==> config.mk <==
export PLATFORM = sky130hd
export DESIGN_NAME = traffic_light_controller
export DESIGN_NICKNAME = d
export VERILOG_FILES = /design/src/rtl/traffic_light_controller.sv
export SDC_FILE = /design/constraint.sdc
export NUM_CORES = 1
export LEC_CHECK = 0
export BUFFER_PORTS_ARGS = -buffer_cell sky130_fd_sc_hd__buf_2
export CAP_MARGIN = 5
export CELL_PAD_IN_SITES_DETAIL_PLACEMENT = 1
export CELL_PAD_IN_SITES_GLOBAL_PLACEMENT = 1
export CORE_AREA = 2 2 39 41
export CTS_BUF_LIST = sky130_fd_sc_hd__clkbuf_16
export CTS_CLUSTER_SIZE = 8
export DETAILED_ROUTE_END_ITERATION = 16
export DIE_AREA = 0 0 41 43
export PLACE_DENSITY_LB_ADDON = 0.25
export SLEW_MARGIN = 20
export SYNTH_ARGS = -nofsm -noshare
export SYNTH_HDL_FRONTEND = slang
export SYNTH_SLANG_ARGS = --single-unit
export TNS_END_PERCENT = 30
==> constraint.sdc <==
create_clock -name clock -period 2.32 [get_ports clock]
set_clock_uncertainty 0.05 [all_clocks]
set_input_delay 0.232 -clock clock [delete_from_list [all_inputs] [get_ports clock]]
set_output_delay 0.232 -clock clock [all_outputs]
set_load 0.05 [all_outputs]
==> src/rtl/traffic_light_controller.sv <==
`default_nettype none
// ============================================================================
// Module   : traffic_light_controller
// Purpose  : Moore FSM for a highway / country-road intersection. The highway
//            holds green until the side-road sensor x requests right-of-way,
//            then the light sequences highway yellow, all-red, road green and
//            road yellow before returning to highway green.
// Revision : 1.0 - initial release
//
// Ports    : clock  in   system clock, all state changes on the rising edge
//            clear  in   asynchronous active-high reset
//            x      in   side-road car sensor (1 = car waiting/present)
//            hwy    out  highway lamp  2'b00 RED, 2'b01 GREEN, 2'b10 YELLOW
//            road   out  road lamp, same encoding as hwy
//
// Params   : Y2R_DELAY      cycles in each yellow state (1..15)
//            R2G_DELAY      cycles in ALL_RED (1..15)
//            ROAD_MAX_GREEN road-green limit, timeout build only (1..255)
//
// Option   : define TLC_ROAD_TIMEOUT_EN to force ROAD_YELLOW after
//            ROAD_MAX_GREEN cycles of road green even while x stays 1.
// ============================================================================
module traffic_light_controller #(
    parameter int Y2R_DELAY      = 3,
    parameter int R2G_DELAY      = 2,
    parameter int ROAD_MAX_GREEN = 8
) (
    input  logic       clock,
    input  logic       clear,
    input  logic       x,
    output logic [1:0] hwy,
    output logic [1:0] road
);

    typedef enum logic [2:0] {
        HWY_GREEN   = 3'd0,
        HWY_YELLOW  = 3'd1,
        ALL_RED     = 3'd2,
        ROAD_GREEN  = 3'd3,
        ROAD_YELLOW = 3'd4
    } state_t;

    localparam logic [1:0] c_red    = 2'b00;
    localparam logic [1:0] c_green  = 2'b01;
    localparam logic [1:0] c_yellow = 2'b10;

    // A timed state exits on the edge where its counter reaches DELAY-1.
    localparam logic [3:0] c_y2r_last  = 4'(Y2R_DELAY - 1);
    localparam logic [3:0] c_r2g_last  = 4'(R2G_DELAY - 1);
    localparam logic [7:0] c_road_last = 8'(ROAD_MAX_GREEN - 1);

    state_t     state;
    logic [3:0] r_delay_cnt;

`ifdef TLC_ROAD_TIMEOUT_EN
    logic [7:0] r_road_cnt;
`else
    // The road-green limit has no effect in this build.
    logic       w_unused_road_last;
    assign w_unused_road_last = ^c_road_last;
`endif

    // ------------------------------------------------------------------------
    // State and counters. Counters default to zero every cycle and only
    // advance while the FSM stays in their state, so any state change
    // (including illegal-code recovery) leaves them cleared.
    // ------------------------------------------------------------------------
    always_ff @(posedge clock or posedge clear) begin
        if (clear) begin
            state       <= HWY_GREEN;
            r_delay_cnt <= 4'd0;
`ifdef TLC_ROAD_TIMEOUT_EN
            r_road_cnt  <= 8'd0;
`endif
        end else begin
            r_delay_cnt <= 4'd0;
`ifdef TLC_ROAD_TIMEOUT_EN
            r_road_cnt  <= 8'd0;
`endif
            case (state)
                HWY_GREEN: begin
                    if (x) begin
                        state <= HWY_YELLOW;
                    end
                end
                HWY_YELLOW: begin
                    if (r_delay_cnt == c_y2r_last) begin
                        state <= ALL_RED;
                    end else begin
                        r_delay_cnt <= r_delay_cnt + 4'd1;
                    end
                end
                ALL_RED: begin
                    if (r_delay_cnt == c_r2g_last) begin
                        state <= ROAD_GREEN;
                    end else begin
                        r_delay_cnt <= r_delay_cnt + 4'd1;
                    end
                end
                ROAD_GREEN: begin
`ifdef TLC_ROAD_TIMEOUT_EN
                    if (!x || (r_road_cnt == c_road_last)) begin
                        state <= ROAD_YELLOW;
                    end else begin
                        r_road_cnt <= r_road_cnt + 8'd1;
                    end
`else
                    if (!x) begin
                        state <= ROAD_YELLOW;
                    end
`endif
                end
                ROAD_YELLOW: begin
                    if (r_delay_cnt == c_y2r_last) begin
                        state <= HWY_GREEN;
                    end else begin
                        r_delay_cnt <= r_delay_cnt + 4'd1;
                    end
                end
                default: begin
                    state <= HWY_GREEN;
                end
            endcase
        end
    end

    // ------------------------------------------------------------------------
    // Lamp decode, straight from the state register so lamps change in the
    // same cycle as the state. Illegal codes show all-red until recovery.
    // ------------------------------------------------------------------------
    always_comb begin
        hwy  = c_red;
        road = c_red;
        case (state)
            HWY_GREEN:   hwy  = c_green;
            HWY_YELLOW:  hwy  = c_yellow;
            ROAD_GREEN:  road = c_green;
            ROAD_YELLOW: road = c_yellow;
            default: begin
                hwy  = c_red;
                road = c_red;
            end
        endcase
    end

endmodule
`default_nettype wire

==> impl_results.md, run 1 <==
- Outcome: finished, final reports clean
- Slew headroom: 0.732
- Overflow after GRT: 0
- Post_cts resized: 0
- Core footprint: 0.00138 sq mm
- Clock sink total: 7
- Count of cell types in the netlist: 21
- Drt wl/cell: 12.7 um
- CP Class: reg -> out
- Post-Route Utilization: 0.397
- GRT met3 Usage: 0.0995
- Seq/Total Area, Yosys: 0.426
- Peak supply drop: 0.000694 V
- Most frequent cells in the layout: 7 x dfrtp_1, 6 x buf_2, 5 x a21oi_1
- TNS Setup: 0 ps
- WL final: 904 um
- CP arrival: 1430 ps
- Pre-antenna DRT Iters: 1
- Crit end category: output port
- Met2 Use GR: 0.175
- Setup violations, final: 0
- Fin crit share: 0.738
- Cell area after layout: 549 sq um
- Slowest stage delay, CP: 570 ps
- Worst-Margin Slew: 402 ps
- Initial Util: 0.297
- CTS tree: built
- Avg Cell Area, Syn: 8.76 sq um
- Crit path capture: road[0]
- Initial antenna violation count: 0
- Hpwl dp: 660 um
- Pin count of the biggest net entering global routing: 12
- Die Ht: 43 um
- PD cells: 1550 mW/mm^2
- Yosys reg bits: 7
- Residual DRC: 0
- Reg2Reg Depth: 3
- Commonest non-fill, non-tap cell in the layout: dfrtp_1
- Crit path from: state[1]$_DFFE_PP0P_
- Unrepaired setup endpoints after global routing: no
- Vias post-DR: 349
- Reg2reg end: state[1]$_DFFE_PP0P_
- Clk root buf: clkbuf_16
- Initial drt markers: 0
- Worst-path maximum fanout: 11
- Chip width: 41 um
- Minimum clock period: 1710 ps
- Syn Std Cell Area: 412 sq um
- Max Slew Vio Count: 0
- Placed cell area: 460 sq um
- Row count: 14
- CTS buffer count: 3
- CTS max path bufs: 2
- Post-Syn Nets: 50
- Peak Freq: 584 MHz
- Critical Path RT: 2040 ps
- Layout cell share with drive strength beyond 1: 0.236
- Met1 Use GR: 0.144
- Area growth syn-to-layout: 33.4%
- Syn. warnings: 0
- IO Pins: 7
- Final hold slack: 178 ps
- PortBufs: 6
- Reg2Reg Setup Slack: 760 ps
- GRT busiest layer: met2
- Clock transition at path regs: 40 ps
- Hold Fails Final Rpt: 0
- Power Total: 0.854 mW
- H-tree lvl count: 1
- Clk_lat worst skew: 230 ps
- Crit path cell chain: nor2b_1, nand2_1, inv_1, buf_2
- CP max stage cell: dfrtp_1
- Vias in the first global route: 348
- Routed Antenna Nets: 0
- Post-Synthesis Cells: 47
- Die ar.: 0.00176 sq mm
- Final nets: 59
- Vias/cell: 4.92
- ANT cells: 0
- Placer Congestion: 0.722
- Gr usage total: 0.138
- Startpoint Class: flip-flop
- Leakage: 0.265 nW
- Post-CTS Setup Inserts: 0
- FILL cells: 166
- R2R Path Start: r_delay_cnt[0]$_DFF_PP0_
- Max Cap Viol: 0
- Global-route wire length before repair: 1460 um
- Hold WC Path Type: in -> reg
-- cells in the mapped netlist --
| master | count | area, sq um |
|---|---|---|
| a211oi_1 | 1 | 7.51 |
| a21oi_1 | 5 | 25.0 |
| a311oi_1 | 1 | 8.76 |
| and2b_1 | 1 | 7.51 |
| clkbuf_1 | 3 | 11.3 |
| dfrtp_1 | 7 | 175 |
| inv_1 | 3 | 11.3 |
| mux2i_1 | 1 | 10.0 |
| nand2_1 | 4 | 15.0 |
| nand3_1 | 1 | 5.00 |
| nor2_1 | 3 | 11.3 |
| nor2b_1 | 3 | 18.8 |
| nor3_1 | 1 | 5.00 |
| nor3b_1 | 2 | 15.0 |
| o21ai_0 | 3 | 15.0 |
| o32ai_1 | 1 | 8.76 |
| or2_2 | 1 | 6.26 |
| or3_1 | 1 | 6.26 |
| or4b_4 | 1 | 13.8 |
| xnor2_1 | 1 | 8.76 |
| xor2_1 | 3 | 26.3 |
-- worst min-delay path by stage --
stage / depth (start not counted) / startpoint / to
global placement: 2 / clear / state[0]$_DFFE_PP0P_
global route: 2 / x / state[2]$_DFFE_PP0P_
finish: 2 / x / state[2]$_DFFE_PP0P_
CTS: 2 / x / state[2]$_DFFE_PP0P_
detailed placement: 2 / clear / state[0]$_DFFE_PP0P_
floorplan: 1 / clear / r_delay_cnt[0]$_DFF_PP0_
-- layout make-up --
cell class / instances / area (sq um) / area share
multi-input cells: 34 / 224 / 0.408
flip-flops and latches: 7 / 175 / 0.319
clock buffers: 3 / 75.1 / 0.137
repair buffers: 7 / 40.0 / 0.0729
well taps: 16 / 20.0 / 0.0364
inverters: 3 / 11.3 / 0.0205
clock inverters: 1 / 3.75 / 0.00683
-- registers in the layout, summed over array words and instances, names as in the netlist --
register	flops
r_delay_cnt	4
state	3
-- where the power goes --
part / switching (mW) / internal (mW)
logic: 0.201 / 0.122
clock network: 0.0662 / 0.224
registers: 0.0760 / 0.164
-- kinds of logic (layout without fill, tap and decap cells) --
kind of cell / Yosys count / in the layout / synth area share
muxes: 1 / 1 / 0.0243
AOI/OAI and AO/OA: 11 / 11 / 0.158
xor gates and xnor gates: 4 / 4 / 0.0851
and+or+nand+nor: 18 / 18 / 0.252
DFF: 7 / 7 / 0.426
buffers and inverters: 6 / 14 / 0.0547
-- through the flow --
stage | setup slack (ps) | cells
2_1_floorplan | 350 | 47
3_3_place_gp | 785 | 66
3_5_place_dp | 762 | 66
4_1_cts | 604 | 71
5_1_grt | 500 | 71
6_report | 607 | 71
-- what timing repair did --
item                                    in CTS  in global routing
hold buffers                                 1                  0
endpoints found under the setup margin       0                  0
hold endpoints to repair                     7                  0
-- per-layer routing --
layer	wire length (um)	share of wire	vias up
met5	0	0	-
met4	39	0.043	0
met3	65	0.072	4
met2	408	0.45	6
met1	391	0.43	165
li1	-	-	174
-- worst max-delay path: cells and delay by family (launching register included) --
| family | cells | cell delay [ps] |
|---|---|---|
| and+or+nand+nor | 2 | 310 |
| DFF | 1 | 570 |
| buffers and inverters | 2 | 310 |
Power figures use the tool's default switching activity.
==> run 2: changes to the inputs <==
clock period = 1.6 ns   (was 2.32 ns; I/O delays follow)
==> impl_results.md, run 2 (synthesis results as in run 1) <==
- Area growth syn-to-layout: 45.3%
- Critical Path RT: 1710 ps (-330 ps)
- Power Total: 1.33 mW (+56%)
- Most frequent cells in the layout: 6 x buf_2, 5 x buf_4, 5 x dfrtp_1
- Cell area after layout: 598 sq um (+8.9%)
- Delay-heaviest family, CP: simple AND/OR/NAND/NOR gates
- Placer Congestion: 0.704 (-2.5%)
- Pre-antenna DRT Iters: 4 (+3)
- Worst-path maximum fanout: 4 (-7)
- Layout cell share with drive strength beyond 1: 0.367 (+0.130)
- Final hold slack: 117 ps (-61.3 ps)
- Worst-Margin Slew: 280 ps (-122 ps)
- Net Sw Frac: 0.394 (-0.00810)
- PortBufs: 6 (unchanged)
- WL final: 1030 um (+14%)
- Core footprint: 0.00138 sq mm (unchanged)
- Die Ht: 43 um (unchanged)
- Leakage: 0.289 nW (+9.3%)
- Placed cell area: 503 sq um (+9.2%)
- Post-CTS Setup Inserts: 0 (unchanged)
- ANT cells: 0 (unchanged)
- CTS buffer count: 3 (unchanged)
- Clk root buf: clkbuf_16
- Routed Antenna Nets: 0 (unchanged)
- CTS max path bufs: 2 (unchanged)
- TNS Setup: 0 ps (unchanged)
- Minimum clock period: 1580 ps
- Pint: 0.807 mW (+58%)
- Startpoint Class: flip-flop
- Fin crit share: 0.986
- Commonest non-fill, non-tap cell in the layout: buf_2
- Regs by FF count: r_delay_cnt (4), state (3)
- Row count: 14 (unchanged)
- CTS tree: built
- Peak supply drop: 0.00116 V (+67%)
- Clk_lat worst skew: 230 ps (about the same)
- Register share of total power: 0.237 (-0.044)
- Final nets: 64 (+8.5%)
- H-tree lvl count: 1 (unchanged)
- Slew headroom: 0.813 (+0.0812)
- CP max stage cell: or4b_4
- Crit end category: flip-flop
- Max Cap Viol: 0 (unchanged)
- Worst Path Buf+Inv: 0 (-2)
- Initial antenna violation count: 0 (unchanged)
- Initial Util: 0.297 (unchanged)
- Hpwl dp: 766 um (+16%)
- IO Pins: 7 (unchanged)
- Hold Fails Final Rpt: 0 (unchanged)
- CP arrival: 1690 ps (+260 ps)
- Chip width: 41 um (unchanged)
- Die ar.: 0.00176 sq mm (unchanged)
- Max Slew Vio Count: 0 (unchanged)
- R2R Path Start: r_delay_cnt[3]$_DFF_PP0_
- CP Class: reg -> reg
- PD cells: 2230 mW/mm^2 (+43%)
- Largest register by flop count: r_delay_cnt
- Unrepaired setup endpoints after global routing: yes
- Crit path from: r_delay_cnt[3]$_DFF_PP0_
- HP Start: x
- Setup violations, final: 0 (unchanged)
- Pin count of the biggest net entering global routing: 9 (-3)
- Clock transition at path regs: 40 ps (about the same)
- Gr usage total: 0.163 (+0.0249)
- Vias/cell: 5.12 (+4.1%)
- Psw: 0.524 mW (+53%)
- Combinational power share: 0.445 (+0.066)
- Vias post-DR: 389 (+11%)
- Overflow after GRT: 0 (unchanged)
- Vias in the first global route: 409 (+18%)
- Peak Freq: 634 MHz
- Residual DRC: 0 (unchanged)
- Outcome: finished, final reports clean
- Slowest stage delay, CP: 550 ps (-20 ps)
- Clk pwr share: 0.317 (-0.023)
- Crit path cell chain: or4b_4, or3_1, a21oi_2
- Hold WC Path Type: in -> reg
- Initial drt markers: 1 (+1)
- Global-route wire length before repair: 1740 um (+19%)
- Largest register FFs: 4 (unchanged)
- Drt wl/cell: 13.5 um (+6.2%)
- Clock sink total: 7 (unchanged)
## run 2: per-stage QoR
step                      utilization  cells  worst slack (ps)
after floorplan                     -     47              -213
after global placement          0.363     71               100
after detailed placement        0.363     71              48.4
after CTS                       0.428     76              38.7
after global routing            0.432     76             -23.7
final                           0.432     76              21.7
## run 2: power by group through the flow
stage	combinational (mW)	sequential, mW	clock (mW)
floorplan	0.454	0.279	0
global placement	0.583	0.313	0
detailed placement	0.590	0.314	0
CTS	0.595	0.313	0.436
global route	0.648	0.329	0.445
finish	0.592	0.316	0.423
## run 2: worst paths after layout
path	depth (start not counted)	slack, ps	to
setup / recovery	3	20	state[1]$_DFFE_PP0P_
hold / removal	2	120	state[2]$_DFFE_PP0P_
setup reg to reg	3	20	state[1]$_DFFE_PP0P_
hold reg to reg	2	500	r_delay_cnt[0]$_DFF_PP0_
max in group asynchronous	3	900	state[1]$_DFFE_PP0P_
min in group asynchronous	3	360	state[2]$_DFFE_PP0P_
## run 2: cell type report
class | count | area, sq um
clock buffer | 3 | 75.1
clock inverter | 1 | 3.75
fill | 164 | 786
tap | 16 | 20.0
multi-input combinational | 34 | 233
timing repair buffer | 12 | 77.6
inverter | 3 | 11.3
sequential | 7 | 178
## run 2: repair_timing
item,CTS,global route
hold buffers,1,0
endpoints found under the hold margin,7,0
resized for setup,0,3
endpoints found under the setup margin,0,3
## run 2: routing by layer
| metal | wire length [um] | vias up | GRT usage |
|---|---|---|---|
| met4 | 47 | 0 | 0.140 |
| li1 | - | 186 | - |
| met5 | 0 | - | 0 |
| met1 | 388 | 191 | 0.150 |
| met2 | 541 | 7 | 0.241 |
| met3 | 50 | 5 | 0.0942 |
==> run 3: changes to the inputs <==
GPL_TIMING_DRIVEN = 0   (was default)
==> impl_results.md, run 3 (synthesis results as in run 1) <==
- CTS tree: built
- Minimum clock period: 1560 ps (-19.7 ps)
- Fin crit share: 0.974 (-0.0123)
- Pin count of the biggest net entering global routing: 12 (+3)
- Residual DRC: 0 (unchanged)
- Final nets: 60 (-6.3%)
- Clock sink total: 7 (unchanged)
- Global-route wire length before repair: 1620 um (-6.7%)
- H-tree lvl count: 1 (unchanged)
- Peak Freq: 642 MHz (+1.3%)
- Clk_lat worst skew: 230 ps (about the same)
- Worst-Margin Slew: 274 ps (-5.58 ps)
- Layout cell share with drive strength beyond 1: 0.304 (-0.0631)
- Final non-filler cell total: 72 (-5.3%)
- HP Start: x
- Largest register by flop count: r_delay_cnt
- Crit path cell chain: or4b_4, or3_1, a21oi_1
- Slew headroom: 0.817 (+0.00373)
- CTS max path bufs: 2 (unchanged)
- Leakage: 0.266 nW (-8.0%)
- Placed cell area: 477 sq um (-5.2%)
- Chip width: 41 um (unchanged)
- Regs by FF count: r_delay_cnt (4), state (3)
- Max Slew Vio Count: 0 (unchanged)
- Clock transition at path regs: 40 ps (about the same)
- IO Pins: 7 (unchanged)
- Die Ht: 43 um (unchanged)
- Outcome: finished, final reports clean
- Core footprint: 0.00138 sq mm (unchanged)
- Hold Fails Final Rpt: 0 (unchanged)
- Overflow after GRT: 0 (unchanged)
- DP Cell Count: 69 (-2.8%)
- Routed Antenna Nets: 0 (unchanged)
- Worst-path maximum fanout: 4 (unchanged)
- Hold WC Path Type: in -> reg
- Vias in the first global route: 357 (-13%)
- Die ar.: 0.00176 sq mm (unchanged)
- PortBufs: 6 (unchanged)
- Reg2reg end: state[1]$_DFFE_PP0P_
- Vias/cell: 5.00 (-2.3%)
- CP Class: reg -> reg
- CP arrival: 1660 ps (-30 ps)
- Delay-heaviest family, CP: simple AND/OR/NAND/NOR gates
- Initial antenna violation count: 0 (unchanged)
- ANT cells: 0 (unchanged)
- Peak supply drop: 0.000770 V (-34%)
- Worst Hold End: state[2]$_DFFE_PP0P_
- Cell area after layout: 567 sq um (-5.2%)
- Clk root buf: clkbuf_16
- Initial Util: 0.297 (unchanged)
- Drt wl/cell: 12.5 um (-7.3%)
- Pre-antenna DRT Iters: 2 (-2)
- Max Cap Viol: 0 (unchanged)
- Startpoint Class: flip-flop
- Worst Path Buf+Inv: 0 (unchanged)
- Vias post-DR: 360 (-7.5%)
- CTS buffer count: 3 (unchanged)
- WHS Path Cells: 2 (unchanged)
- Crit end category: flip-flop
- Setup violations, final: 0 (unchanged)
- Initial drt markers: 1 (unchanged)
- CP max stage cell: or4b_4
- Area growth syn-to-layout: 37.7%
- Slowest stage delay, CP: 580 ps (+30 ps)
- Critical Path RT: 1700 ps (about the same)
- Placer Congestion: 0.689 (-2.2%)
- Post-CTS Setup Inserts: 0 (unchanged)
- Unrepaired setup endpoints after global routing: yes
- Reg2Reg Depth: 3 (unchanged)
- WL final: 903 um (-12%)
- Reg2Reg Setup Slack: 40 ps (+20 ps)
- Row count: 14 (unchanged)
- R2R Path Start: r_delay_cnt[3]$_DFF_PP0_
- Gr usage total: 0.141 (-0.0223)
- Largest register FFs: 4 (unchanged)
- PD cells: 2230 mW/mm^2 (about the same)
- Most frequent cells in the layout: 5 x a21oi_1, 5 x dfrtp_1, 4 x inv_1, 4 x nand2_1, 4 x buf_2
run 3: cell types whose count changed in the layout (fill, tap and decap cells not counted), sizes merged:
cell / delta
clkbuf: +3
buf: -7
run 3: where the power goes:
group | switching (mW) | internal, mW
clock | 0.0922 | 0.325
sequential | 0.0871 | 0.241
combinational | 0.319 | 0.198
run 3: area by class of cell:
cell class              count  area (sq um)
plain buffers               1          5.00
clock inverters             1          3.75
inverters                   3          11.3
repair buffers              7          45.0
flip-flops and latches      7           178
well taps                  16          20.0
fillers                   158           817
multi-input cells          34           229
clock buffers               3          75.1
run 3: worst max path at each step:
stage / from / endpoint / slack, ps / cells past startpoint
final: r_delay_cnt[3]$_DFF_PP0_ / state[1]$_DFFE_PP0P_ / 40 / 3
after detailed placement: r_delay_cnt[0]$_DFF_PP0_ / state[1]$_DFFE_PP0P_ / -10 / 3
after CTS: r_delay_cnt[2]$_DFF_PP0_ / state[1]$_DFFE_PP0P_ / 10 / 3
after global routing: r_delay_cnt[3]$_DFF_PP0_ / state[1]$_DFFE_PP0P_ / -1 / 3
after floorplan: state[0]$_DFFE_PP0P_ / r_delay_cnt[0]$_DFF_PP0_ / -210 / 4
after global placement: state[1]$_DFFE_PP0P_ / road[0] / 9 / 5
run 3: metrics by stage:
step / hold WS, ps / TNS [ps] / total power [mW] / util / worst slack [ps]
floorplan: -86.6 / -466 / 0.733 / - / -213
CTS: 143 / 0 / 1.28 / 0.405 / 13.4
finish: 135 / 0 / 1.26 / 0.410 / 41.4
detailed placement: 64.7 / -9.88 / 0.847 / 0.344 / -9.88
global placement: 62.7 / 0 / 0.841 / 0.344 / 8.51
global route: 184 / -1.18 / 1.37 / 0.410 / -1.18
run 3: timing repair:
| item | in CTS | in global routing |
|---|---|---|
| hold buffers | 1 | 0 |
| resized for setup | 2 | 3 |
| endpoints found under the hold margin | 7 | 0 |
| setup endpoints to repair | 4 | 3 |
| pin swaps | 2 | 1 |
run 3: per-layer routing:
metal / vias to the layer above / wire length [um] / global-route usage
li1: 181 / - / -
met1: 173 / 384 / 0.156
met2: 6 / 473 / 0.213
met3: 0 / 45 / 0.0942
met4: 0 / 0 / 0.0400
met5: - / 0 / 0
